$ cat config.mk
export PLATFORM = sky130hd
export DESIGN_NAME = time_of_day_counter
export DESIGN_NICKNAME = d
export VERILOG_FILES = /design/src/rtl/time_of_day_pkg.sv /design/src/rtl/bcd_mod_counter.sv /design/src/rtl/time_of_day_counter.sv
export SDC_FILE = /design/constraint.sdc
export NUM_CORES = 1
export LEC_CHECK = 0
export ABC_AREA = 1
export CAP_MARGIN = 20
export CELL_PAD_IN_SITES_DETAIL_PLACEMENT = 2
export CELL_PAD_IN_SITES_GLOBAL_PLACEMENT = 2
export CORE_MARGIN = 2
export CORE_UTILIZATION = 31
export DETAILED_ROUTE_END_ITERATION = 8
export PLACE_DENSITY_LB_ADDON = 0.1
export SETUP_SLACK_MARGIN = 0.2
export SLEW_MARGIN = 25
export SYNTH_ARGS = -nofsm -noshare
export SYNTH_HDL_FRONTEND = slang
export SYNTH_SLANG_ARGS = --single-unit
$ cat constraint.sdc
create_clock -name clk -period 4.4 [get_ports clk]
set_input_delay 0.66 -clock clk [delete_from_list [all_inputs] [get_ports clk]]
set_output_delay 0.66 -clock clk [all_outputs]
set_load 0.02 [all_outputs]
$ cat src/rtl/time_of_day_pkg.sv
// rtl/time_of_day_pkg.sv - shared BCD widths, constants and validity helper for time_of_day_counter
//
// Purpose: common types and constants for the time-of-day counter slice.
//   BCD_DIGIT_W / BCD_PAIR_W : width of one BCD digit / a {tens,units} pair
//   BCD_ZERO                 : cleared pair value
//   HOUR_MAX_DEF / MINSEC_MAX_DEF : default wrap points for a 24 h clock
//   bcd_pair_valid()         : true when both nibbles are decimal digits and the
//                              pair's value does not exceed the given maximum

package time_of_day_pkg;

  localparam int BCD_DIGIT_W = 4;
  localparam int BCD_PAIR_W  = 2 * BCD_DIGIT_W;

  localparam logic [BCD_PAIR_W-1:0]  BCD_ZERO      = 8'h00;
  localparam logic [BCD_DIGIT_W-1:0] BCD_DIGIT_MAX = 4'd9;

  localparam int HOUR_MAX_DEF   = 23;
  localparam int MINSEC_MAX_DEF = 59;

  typedef logic [BCD_PAIR_W-1:0] bcd_pair_t;

  typedef struct packed {
    bcd_pair_t hh;
    bcd_pair_t mm;
    bcd_pair_t ss;
  } tod_t;

  function automatic logic bcd_pair_valid(input bcd_pair_t pair, input int max_val);
    int tens;
    int units;
    tens  = int'(pair[BCD_PAIR_W-1:BCD_DIGIT_W]);
    units = int'(pair[BCD_DIGIT_W-1:0]);
    return (pair[BCD_PAIR_W-1:BCD_DIGIT_W] <= BCD_DIGIT_MAX) &&
           (pair[BCD_DIGIT_W-1:0] <= BCD_DIGIT_MAX) &&
           ((tens * 10 + units) <= max_val);
  endfunction

endpackage

$ cat src/rtl/bcd_mod_counter.sv
// rtl/bcd_mod_counter.sv - two-digit BCD modulo-(MAX+1) counter stage with carry
//
// Purpose: one {tens,units} BCD field of the clock (seconds, minutes or hours).
//   Counts 00..MAX in BCD, wraps to 00 and raises carry in the same cycle as
//   the increment so the next stage can advance in that same clock edge.
// Parameters:
//   MAX        last value before wrap (decimal, e.g. 59 or 23)
// Ports:
//   clk        system clock
//   rst_n      asynchronous active-low reset, clears value and wrap_tick
//   inc        advance by one this cycle
//   load       replace value with load_val this cycle (overrides inc)
//   load_val   BCD pair to load; the caller guarantees it is in range
//   value      registered current BCD pair
//   carry      combinational: this cycle's inc wraps MAX->00 (chains to next stage)
//   wrap_tick  registered one-cycle strobe aligned with the wrapped value
//   value_nxt  (ALARM_EN only) value that will be registered at the next edge

module bcd_mod_counter
  import time_of_day_pkg::*;
#(
  parameter int MAX = MINSEC_MAX_DEF
) (
  input  logic                  clk,
  input  logic                  rst_n,
  input  logic                  inc,
  input  logic                  load,
  input  logic [BCD_PAIR_W-1:0] load_val,
`ifdef ALARM_EN
  output logic [BCD_PAIR_W-1:0] value_nxt,
`endif
  output logic [BCD_PAIR_W-1:0] value,
  output logic                  carry,
  output logic                  wrap_tick
);

  localparam logic [BCD_DIGIT_W-1:0] MAX_TENS  = BCD_DIGIT_W'(MAX / 10);
  localparam logic [BCD_DIGIT_W-1:0] MAX_UNITS = BCD_DIGIT_W'(MAX % 10);
  localparam logic [BCD_PAIR_W-1:0]  MAX_BCD   = {MAX_TENS, MAX_UNITS};

  logic [BCD_DIGIT_W-1:0] tens;
  logic [BCD_DIGIT_W-1:0] units;
  logic                   at_max;
  logic [BCD_PAIR_W-1:0]  next_val;

  assign tens   = value[BCD_PAIR_W-1:BCD_DIGIT_W];
  assign units  = value[BCD_DIGIT_W-1:0];
  assign at_max = (value == MAX_BCD);

  // A load in the same cycle suppresses the wrap so no strobe leaks out.
  assign carry = inc & ~load & at_max;

  always_comb begin
    next_val = value;
    if (load) begin
      next_val = load_val;
    end else if (inc) begin
      if (at_max) begin
        next_val = BCD_ZERO;
      end else if (units == BCD_DIGIT_MAX) begin
        next_val = {tens + 4'd1, 4'd0};
      end else begin
        next_val = {tens, units + 4'd1};
      end
    end
  end

`ifdef ALARM_EN
  assign value_nxt = next_val;
`endif

  always_ff @(posedge clk or negedge rst_n) begin
    if (!rst_n) begin
      value     <= BCD_ZERO;
      wrap_tick <= 1'b0;
    end else begin
      value     <= next_val;
      wrap_tick <= carry;
    end
  end

endmodule

$ cat src/rtl/time_of_day_counter.sv
// rtl/time_of_day_counter.sv - 24 h BCD HH:MM:SS wall clock driven by a 1 Hz tick
//
// Purpose: counts sec_pulse ticks into packed BCD hours/minutes/seconds with
//   synchronous load, pause (run_en) and one-cycle rollover strobes.
//   Optional alarm compare is built when the ALARM_EN macro is defined.
// Parameters:
//   HOUR_MAX    last hour before wrap to 00 (23 => 24 h clock)
//   MINSEC_MAX  last minute/second before wrap
// Ports:
//   clk, rst_n             system clock, asynchronous active-low reset
//   sec_pulse              one-cycle tick; every high cycle is one second
//   run_en                 1 = count ticks, 0 = ignore them
//   load, load_hh/mm/ss    one-cycle time load request and BCD values
//   hh_bcd, mm_bcd, ss_bcd registered current time
//   min_tick, hour_tick, day_tick  one-cycle rollover strobes
//   load_err               one-cycle strobe: rejected load / alarm set
//   alarm_set, alarm_arm, alarm_hit  (ALARM_EN only) alarm capture, arm level,
//                          one-cycle hit when time becomes alarm_hh:alarm_mm:00

module time_of_day_counter
  import time_of_day_pkg::*;
#(
  parameter int HOUR_MAX   = HOUR_MAX_DEF,
  parameter int MINSEC_MAX = MINSEC_MAX_DEF
) (
  input  logic                  clk,
  input  logic                  rst_n,
  input  logic                  sec_pulse,
  input  logic                  run_en,
  input  logic                  load,
  input  logic [BCD_PAIR_W-1:0] load_hh,
  input  logic [BCD_PAIR_W-1:0] load_mm,
  input  logic [BCD_PAIR_W-1:0] load_ss,
`ifdef ALARM_EN
  input  logic                  alarm_set,
  input  logic                  alarm_arm,
  output logic                  alarm_hit,
`endif
  output logic [BCD_PAIR_W-1:0] hh_bcd,
  output logic [BCD_PAIR_W-1:0] mm_bcd,
  output logic [BCD_PAIR_W-1:0] ss_bcd,
  output logic                  min_tick,
  output logic                  hour_tick,
  output logic                  day_tick,
  output logic                  load_err
);

  logic time_valid;
  logic load_ok;
  logic advance;
  logic err_req;
  logic ss_carry;
  logic mm_carry;
  logic hh_carry;

  assign time_valid = bcd_pair_valid(load_hh, HOUR_MAX) &&
                      bcd_pair_valid(load_mm, MINSEC_MAX) &&
                      bcd_pair_valid(load_ss, MINSEC_MAX);

  // Any load request, valid or not, swallows a coincident tick.
  assign load_ok = load & time_valid;
  assign advance = sec_pulse & run_en & ~load;

`ifdef ALARM_EN
  logic [BCD_PAIR_W-1:0] hh_nxt;
  logic [BCD_PAIR_W-1:0] mm_nxt;
  logic [BCD_PAIR_W-1:0] ss_nxt;
`endif

  bcd_mod_counter #(.MAX(MINSEC_MAX)) u_ss (
    .clk       (clk),
    .rst_n     (rst_n),
    .inc       (advance),
    .load      (load_ok),
    .load_val  (load_ss),
`ifdef ALARM_EN
    .value_nxt (ss_nxt),
`endif
    .value     (ss_bcd),
    .carry     (ss_carry),
    .wrap_tick (min_tick)
  );

  bcd_mod_counter #(.MAX(MINSEC_MAX)) u_mm (
    .clk       (clk),
    .rst_n     (rst_n),
    .inc       (ss_carry),
    .load      (load_ok),
    .load_val  (load_mm),
`ifdef ALARM_EN
    .value_nxt (mm_nxt),
`endif
    .value     (mm_bcd),
    .carry     (mm_carry),
    .wrap_tick (hour_tick)
  );

  bcd_mod_counter #(.MAX(HOUR_MAX)) u_hh (
    .clk       (clk),
    .rst_n     (rst_n),
    .inc       (mm_carry),
    .load      (load_ok),
    .load_val  (load_hh),
`ifdef ALARM_EN
    .value_nxt (hh_nxt),
`endif
    .value     (hh_bcd),
    .carry     (hh_carry),
    .wrap_tick (day_tick)
  );

`ifdef ALARM_EN
  logic [BCD_PAIR_W-1:0] alarm_hh;
  logic [BCD_PAIR_W-1:0] alarm_mm;
  logic                  alarm_valid;
  logic                  alarm_match;

  assign alarm_valid = bcd_pair_valid(load_hh, HOUR_MAX) &&
                       bcd_pair_valid(load_mm, MINSEC_MAX);

  // Compare against the time about to be registered so the hit lines up
  // with the new time on the outputs.
  assign alarm_match = alarm_arm & (advance | load_ok) &
                       (hh_nxt == alarm_hh) & (mm_nxt == alarm_mm) &
                       (ss_nxt == BCD_ZERO);

  always_ff @(posedge clk or negedge rst_n) begin
    if (!rst_n) begin
      alarm_hh  <= BCD_ZERO;
      alarm_mm  <= BCD_ZERO;
      alarm_hit <= 1'b0;
    end else begin
      alarm_hit <= alarm_match;
      if (alarm_set && alarm_valid) begin
        alarm_hh <= load_hh;
        alarm_mm <= load_mm;
      end
    end
  end
`endif

  always_comb begin
    err_req = load & ~time_valid;
`ifdef ALARM_EN
    err_req = err_req | (alarm_set & ~alarm_valid);
`endif
  end

  always_ff @(posedge clk or negedge rst_n) begin
    if (!rst_n) begin
      load_err <= 1'b0;
    end else begin
      load_err <= err_req;
    end
  end

  // The hours carry has no further stage; day_tick comes from the counter's
  // own registered wrap strobe.
  logic unused_hh_carry;
  assign unused_hh_carry = hh_carry;

endmodule

==> impl_metrics.yaml <==
detailed_routing:
  final_antenna_net_count: 0
  m1WireLength_mm: 4.13
  met2_wirelength_mm: 4.37
  drt-total-wl_mm: 8.74
  drc: 0
  wl_per_cell_um: 15.8
  first_iter_violations: 44
  wl_met3_um: 173
  via_per_inst: 5.05
  routed.top_layer: "met4"
  drtPass1Iterations: 4
  vias: 2792
sta:
  setup_tns_ps: 0
  slew_violations: 0
  period_needed_ps: 3630
  rsz0062_at_grt: "false"
  hold_violations: 0
  slew_headroom_pct: 52.1
  finClkSkew_ps: 2.43
  max_freq_mhz: 275
  tightest_slew_ps: 712
  period_share_pct: 82.5
  hold_slack_ps: 597
  setup_violations: 0
worst_setup_path:
  crit_type: "in -> reg"
  critPathArrivalTime_ps: 3850
  end_kind: "flip-flop"
  worst_setup_path_start_kind: "input port"
  critPathMaxFanout: 32
  r2r_start: "u_ss.value[0]"
  critical_path_required_ps: 4620
  critPathLaunch: "load_mm[5]"
power:
  p_sw_w: 0.000280
  clkPwrFrac_pct: 18.9
  ir_drop_mv: 0.0887
  seq_power_share_pct: 41.3
  p_int_w: 0.000475
  combPwrFrac_pct: 39.8
  leakage_nw: 1.68
  sw_frac_of_total_pct: 37.1
  powerDensity_mw_per_mm2: 218
placement:
  dpl-instance-area_mm2: 0.00342
  routabilityCongestion: 0.809
  port_buffers: 56
  dp_hpwl_mm: 7.20
yosys:
  synth_area_leader_cell: "dfrtp_1"
  synth.ff_latch_count: 28
  synth_seq_area_share_pct: 25.3
  synthCells: 393
  synth_area_leaders: "dfrtp_1 25%, nand2_1 16%, ha_1 15%"
  synth_area_per_cell_um2: 7.05
  synth_flop_cell: "dfrtp_1"
  synthesis.area_mm2: 0.00277
  ys_types: 29
  synth.most_common_cell: "nand2_1"
  synth_nets: 461
  async_flop_share_pct: 100
  synth_commonest_cells: "116 x nand2_1, 68 x nand3_1, 43 x nor2_1"
  synth_warnings: 0
  synth_top_cell_area_share_pct: 25.3
  synth_edf_count: 0
layout:
  drive_gt1_share_pct: 4.49
  areaGrowthSynthToFinish_pct: 25.0
  fin_area_mm2: 0.00346
  fin_util_pct: 39.9
  final_nets: 515
  fillers: 1082
  antennaDiodeCount: 0
global_routing:
  gr-usage-all-layers_pct: 19.4
  grt_overflow: 0
  grt_pass1_wl_mm: 15.4
  grt_pass1_vias: 3034
  antenna_found_initial: 0
  grt_max_degree: 33
clock_tree:
  htreeDepth: 1
  cts_setup_buffers: 0
  clk_latency_ps: 270
  cts_tree: "built"
  numCtsBuffers: 3
  cts.sinks: 28
  cts_hold_buffers: 0
  clock_path_buffers: 2
  clk_pin_slew_worst_paths_ps: 100
  cts.repair.resized: 0
  cts-root-buf: "clkbuf_8"
floorplan:
  num_io_pins: 57
  rows: 34
  start_util_pct: 31.9
  die_h_um: 98.6
  core_mm2: 0.00868
  design.die.area_mm2: 0.00971
  die_x_um: 98.6
job:
  maxCapViolCount: 0
run_status:
  outcome: "complete, no violations"
min_path:
  min_from: "u_ss.value[7]"
  hold_path_class: "reg -> reg"
## area by class of cell
| type | instances | area [µm²] | share of cell area [%] |
|---|---|---|---|
| Tap cell | 108 | 135 | 3.90 |
| Timing Repair Buffer | 59 | 583 | 16.8 |
| Clock buffer | 3 | 41.3 | 1.19 |
| Multi-Input combinational cell | 320 | 1870 | 54.1 |
| Sequential cell | 28 | 701 | 20.2 |
| Inverter | 35 | 131 | 3.79 |
## power by group through the flow
stage,sequential [W],clock (W),combinational (W)
floorplan,0.000336,0,0.000146
global route,0.000317,0.000161,0.000341
detailed placement,0.000318,0,0.000306
global placement,0.000317,0,0.000293
CTS,0.000313,0.000150,0.000308
finish,0.000312,0.000142,0.000300
## flip-flops by register name (all words and copies together), names as in the netlist
name,flops
u_hh.value,8
u_mm.value,8
u_ss.value,8
load_err,1
u_hh.wrap_tick,1
u_mm.wrap_tick,1
u_ss.wrap_tick,1
## layout by cell type, fill, tap and decap left out
cell type / count
clkdlybuf4s50_1: 56
o211ai_1: 12
o21ai_2: 2
buf_4: 3
xnor2_1: 6
xor2_1: 6
nor3b_1: 1
nor4_1: 1
and2_1: 1
clkinv_1: 1
nor2_2: 5
o21ai_0: 6
nor3_4: 1
a21oi_1: 2
nor3_1: 4
ha_1: 33
a21oi_2: 1
inv_1: 31
nor2_1: 43
dfrtp_1: 28
or2_2: 1
clkbuf_8: 3
nand3_4: 1
nand3_1: 68
nand2_1: 116
nand3b_1: 4
inv_2: 3
fa_1: 6
## cell families (layout without fill, tap and decap cells)
group,after synthesis,after routing,share of synthesized area (%)
adder cells (fa/ha/maj),39,39,19.2
XOR/XNOR,12,12,3.79
AO/OA/AOI/OAI,23,23,5.64
flip-flops,28,28,25.3
buffers and inverters,45,97,7.13
AND/OR/NAND/NOR,246,246,38.9
## routing by layer
layer  global-route usage [%]  up-vias
li1                         -     1387
met1                     26.9     1368
met2                     33.7       33
met3                     1.13        4
met4                     3.48        0
met5                        0        -
## through the flow
step | setup WS [ps] | instances | power [W]
4_1_cts | 733 | 553 | 0.000771
3_5_place_dp | 432 | 550 | 0.000624
6_report | 769 | 553 | 0.000755
2_1_floorplan | 1580 | 393 | 0.000482
5_1_grt | 464 | 553 | 0.000820
3_3_place_gp | 532 | 550 | 0.000610
## worst max-delay path, stage by stage
cell             delay (ps)
clkdlybuf4s50_1         580
ha_1                    270
ha_1                    230
fa_1                    550
nand2_1                  60
nand3b_1                150
nand2_1                  60
nand2_1                  60
nor2_2                  120
nand2_1                  70
nor2_2                  120
nand3_4                 230
buf_4                   340
o21ai_2                 160
nand2_1                 100
nand2_1                  60
## final timing paths
| check | cells past startpoint | slack, ps | end |
|---|---|---|---|
| max in group asynchronous | 2 | 3340 | u_mm.value[4] |
| max reg2reg | 9 | 2290 | u_mm.value[4] |
| min in group asynchronous | 2 | 770 | u_hh.wrap_tick |
| min | 2 | 600 | u_ss.value[7] |
| min reg2reg | 2 | 600 | u_ss.value[7] |
| max | 16 | 770 | u_mm.value[4] |
No activity file was read; power rests on OpenSTA's default activity.
